==> src/rtl/i2c_req_arbiter.sv <==
// Two-requester round-robin front end for a single i2c_master: grants one requester,
// runs its single transaction through the master and reports done/err/rdata.
module i2c_req_arbiter #(
  parameter int TIMEOUT = 4096,
  parameter int ADDR_W  = 7
) (
  input  logic              clk,
  input  logic              reset,
  input  logic [1:0]        req,
  input  logic [ADDR_W-1:0] addr0,
  input  logic [ADDR_W-1:0] addr1,
  input  logic              rw0,
  input  logic              rw1,
  input  logic [7:0]        wdata0,
  input  logic [7:0]        wdata1,
  output logic [1:0]        grant,
  output logic [1:0]        done,
  output logic [1:0]        err,
  output logic [7:0]        rdata,
  output logic              m_enable,
  output logic              m_rw,
  output logic              m_restart,
  output logic [ADDR_W-1:0] m_address,
  output logic [7:0]        m_txdata,
  input  logic              m_ready,
  input  logic              m_ack,
  input  logic [7:0]        m_rxdata
);

  localparam int CNT_W = $clog2(TIMEOUT + 1);

  typedef enum logic [2:0] {
    IDLE,
    ISSUE,
    WAIT_BUSY,
    WAIT_DONE,
    COMPLETE
  } state_t;

  state_t           state;
  logic [CNT_W-1:0] count;
  logic [CNT_W-1:0] count_next;
  logic             timed_out;
  logic             last_winner;
  logic             winner;
  logic             pick;
  logic [1:0]       winner_onehot;

  // On a tie the requester that was not served last wins.
  always_comb begin
    pick = req[1];
    if (req == 2'b11) begin
      pick = ~last_winner;
    end
  end

  assign count_next    = count + CNT_W'(1);
  assign timed_out     = (count_next == CNT_W'(TIMEOUT));
  assign winner_onehot = {winner, ~winner};
  assign m_restart     = 1'b0;

  always_ff @(posedge clk) begin
    if (reset) begin
      state       <= IDLE;
      grant       <= 2'b00;
      done        <= 2'b00;
      err         <= 2'b00;
      rdata       <= 8'h00;
      m_enable    <= 1'b0;
      m_rw        <= 1'b0;
      m_address   <= '0;
      m_txdata    <= 8'h00;
      count       <= '0;
      last_winner <= 1'b1;
      winner      <= 1'b0;
    end else begin
      done <= 2'b00;
      err  <= 2'b00;
      case (state)
        IDLE: begin
          if ((req != 2'b00) && m_ready) begin
            winner    <= pick;
            grant     <= {pick, ~pick};
            m_address <= pick ? addr1 : addr0;
            m_rw      <= pick ? rw1 : rw0;
            m_txdata  <= pick ? wdata1 : wdata0;
            state     <= ISSUE;
          end
        end
        ISSUE: begin
          m_enable <= 1'b1;
          count    <= '0;
          state    <= WAIT_BUSY;
        end
        WAIT_BUSY: begin
          if (!m_ready) begin
            m_enable <= 1'b0;
            count    <= '0;
            state    <= WAIT_DONE;
          end else if (timed_out) begin
            m_enable <= 1'b0;
            count    <= count_next;
            grant    <= 2'b00;
            done     <= winner_onehot;
            err      <= winner_onehot;
            state    <= COMPLETE;
          end else begin
            count <= count_next;
          end
        end
        WAIT_DONE: begin
          // A timeout here reports an error but leaves the previous read byte in place.
          if (m_ready) begin
            rdata <= m_rxdata;
            grant <= 2'b00;
            done  <= winner_onehot;
            err   <= m_ack ? 2'b00 : winner_onehot;
            state <= COMPLETE;
          end else if (timed_out) begin
            count <= count_next;
            grant <= 2'b00;
            done  <= winner_onehot;
            err   <= winner_onehot;
            state <= COMPLETE;
          end else begin
            count <= count_next;
          end
        end
        COMPLETE: begin
          last_winner <= winner;
          state       <= IDLE;
        end
        default: begin
          state <= IDLE;
        end
      endcase
    end
  end

endmodule

==> config.mk <==
export PLATFORM = sky130hd
export DESIGN_NAME = i2c_req_arbiter
export DESIGN_NICKNAME = d
export VERILOG_FILES = /design/src/rtl/i2c_req_arbiter.sv
export SDC_FILE = /design/constraint.sdc
export NUM_CORES = 1
export LEC_CHECK = 0
export BUFFER_PORTS_ARGS = -buffer_cell sky130_fd_sc_hd__buf_2
export CORE_MARGIN = 4
export CORE_UTILIZATION = 50
export CTS_BUF_LIST = sky130_fd_sc_hd__clkbuf_16
export DETAILED_ROUTE_END_ITERATION = 6
export MAX_ROUTING_LAYER = met4
export PLACE_DENSITY = 0.8
export SETUP_SLACK_MARGIN = 0.15
export SYNTH_ARGS = -nofsm -noshare
export SYNTH_HDL_FRONTEND = slang
export SYNTH_SLANG_ARGS = --single-unit
==> constraint.sdc <==
create_clock -name clk -period 2.8 [get_ports clk]
set_input_delay 0.28 -clock clk [delete_from_list [all_inputs] [get_ports clk]]
set_output_delay 0.28 -clock clk [all_outputs]
set_load 0.01 [all_outputs]
==> reports/results.ini <==
[route]
vias = 2264
drt-pass1-iter-count = 4
met2_length_um = 2710
vias_per_cell = 5.56
met1Wirelength_um = 2410
drt_iter0_drc = 136
wirelength_um = 5500
antenna_left = 0
dr.max_layer_used = met4
routedWlPerCell_um = 13.5
post-route-drc-count = 0
dr_wl_met3_um = 311

[sta]
finalCritPeriodShare = 0.801
finalSetupTns_ns = 0
max_freq_ghz = 0.446
finalSetupViolCount = 0
rsz0062_at_grt = no
final_hold_viol_count = 0
min_period_ns = 2.24
slew_headroom = 0.636
worstMarginPinSlew_ns = 0.543
drv_slew = 0
holdWs_ns = 0.231
fin_skew_ns = 0.00733

[power_and_ir_drop]
power_density_nw_per_um2 = 619
p_int_uw = 1320
power_frac_clock = 0.362
peakVddDrop_uv = 451
swShare = 0.274
p_seq_frac = 0.438
p_sw_uw = 497
comb_power_share = 0.200
finalPower_uw = 1810
p_leak_uw = 0.00120

[synthesis]
ys_async_sr_fraction = 0
synth_nets = 338
yosysSeqAreaShare = 0.413
synthCells = 291
synth_warnings = 0
ys_types = 48
synth_edf_count = 0
synth_flop_cell = dfxtp_1
ys_ff_latch = 49
avgSynthCellArea_um2 = 8.17
synth_area_um2 = 2380

[die]
pin_count = 78
die_x_um = 77.0
die-area_um2 = 5920
initial_utilization = 0.531
rows = 24
die-height_um = 77.0
coreArea_um2 = 4470

[setup_path]
worstSetupEndpoint = done[0]
cp-start-kind = flip-flop
path_max_fanout = 8
worstPathRequired_ns = 2.99
endpoint_kind = flip-flop
r2r-start = count[0]
crit_type = reg2reg
r2r_cells = 7
ff2ff_setup_slack_ns = 0.56
regToRegEndpoint = done[0]
startpoint = count[0]
arrival_ns = 2.43

[clocking]
clk_latency_ns = 0.28
hold_buffers = 0
cts_setup_buffers = 0
cts_resized = 0
cts_max_level = 2
cts_buffer_depth = 2
path_clk_slew_ns = 0.06
cts_buffers = 5
cts_root_buffer = clkbuf_16
cts_sinks = 49
cts_tree = yes

[cells_and_area]
area_delta_synth_final_pct = 23.3
fin_area_um2 = 2930
layout-drive-gt1-share = 0.268
final_nets = 401
fill_cells = 384
num_antenna_cells = 0
final_core_util = 0.655

[global_route]
grt_max_degree = 35
grt_antenna_before_repair = 0
grt_pass1_wl_um = 9090
groute.usage.overall = 0.188
first_global_vias = 2013
overflow = 0

[placement]
gp_congestion = 0.884
port_buffers = 76
placed_cell_area_um2 = 2760
post-dp-hpwl_um = 4090

[min_path]
hp-class = in2reg

[outcome]
status = finished clean

[run]
maxCapViolCount = 0

## worst min-delay path by stage
stage	startpoint	to	cells after the start
finish	m_rxdata[4]	rdata[4]	3
global route	m_rxdata[4]	rdata[4]	3
CTS	m_rxdata[5]	rdata[5]	3
detailed placement	rdata[0]	rdata[0]	2
global placement	rdata[0]	rdata[0]	2
floorplan	m_rxdata[0]	rdata[0]	2
## power groups by stage
stage | Clock [µW] | Sequential [µW] | Combinational [µW]
4_1_cts | 670 | 795 | 366
5_1_grt | 707 | 804 | 401
2_1_floorplan | 0 | 810 | 229
3_3_place_gp | 0 | 808 | 357
6_report | 657 | 795 | 363
3_5_place_dp | 0 | 810 | 364
## worst max-delay path, stage by stage, from the launching register on
cell     delay (ns)
dfxtp_1        0.41
ha_1           0.32
nand3_1        0.13
nor2_1         0.25
nand3_1        0.12
a211o_1        0.41
maj3_2         0.39
nor4_4         0.13
## state kept, by name, summed over array words and instances (netlist names)
| name | count |
|---|---|
| winner | 1 |
| m_enable | 1 |
| grant | 2 |
| m_address | 7 |
| rdata | 8 |
| done | 2 |
| err | 2 |
| state | 3 |
| m_txdata | 8 |
| m_rw | 1 |
| last_winner | 1 |
| count | 13 |
## synthesized netlist by cell type, types with 2 or more instances
cell type,n,share of area
dfxtp_1,49,0.41
nor2_1,39,0.062
nand2_1,31,0.049
a211oi_1,21,0.066
a21oi_1,21,0.044
clkbuf_1,18,0.028
mux2i_1,17,0.072
nand3_1,14,0.029
o21ai_0,13,0.027
nor3_1,8,0.017
inv_1,5,0.0079
buf_2,4,0.0084
a311oi_1,3,0.011
a31oi_1,3,0.0079
nand2b_1,3,0.0079
or3_1,3,0.0079
a211o_1,2,0.0074
and3_1,2,0.0053
nand4_1,2,0.0053
nor4_1,2,0.0053
o211ai_1,2,0.0063
o22ai_1,2,0.0053
xor2_1,2,0.0074
## per-stage QoR
stage / setup slack [ns] / cells
after floorplan: 0.805 / 291
after global placement: 0.686 / 399
after CTS: 0.555 / 407
after detailed placement: 0.581 / 399
after global routing: 0.393 / 407
final: 0.558 / 407
## layer usage
metal  vias to the layer above  track usage
met3                         7       0.0340
met4                         0       0.0688
met5                         -            -
met2                        75        0.313
met1                      1008        0.227
li1                       1174            -
## placed cells by master, fill, tap and decap left out, types with 3 or more instances in the layout
| cell type | count |
|---|---|
| dfxtp_1 | 49 |
| inv_1 | 6 |
| nand2_1 | 31 |
| buf_4 | 5 |
| nor2_1 | 39 |
| clkbuf_16 | 5 |
| a21oi_1 | 21 |
| nand2b_1 | 3 |
| mux2i_1 | 17 |
| a31oi_1 | 3 |
| nand3_1 | 14 |
| a211oi_1 | 21 |
| or3_1 | 3 |
| buf_2 | 76 |
| nor3_1 | 8 |
| o21ai_0 | 13 |
| a311oi_1 | 3 |
## logic make-up (layout without fill, tap and decap cells)
group                      after synthesis  count (layout)  synth area share
AOI/OAI and AO/OA                       76              76             0.211
other                                    1               1           0.00158
xor gates and xnor gates                 3               3            0.0111
buffers and inverters                   30              94            0.0542
adders and majority gates                2               2            0.0100
muxes                                   17              17            0.0716
and+or+nand+nor                        113             113             0.228
DFF                                     49              49             0.413
## final cells by class
cell class	count	area, µm²	area share
clock inverters	3	42.5	0.0145
flip-flops and latches	49	981	0.335
multi-input cells	212	1280	0.437
clock buffers	5	125	0.0427
repair buffers	81	418	0.143
inverters	5	18.8	0.00640
well taps	52	65.1	0.0222
No activity file was read; power rests on OpenSTA's default activity.
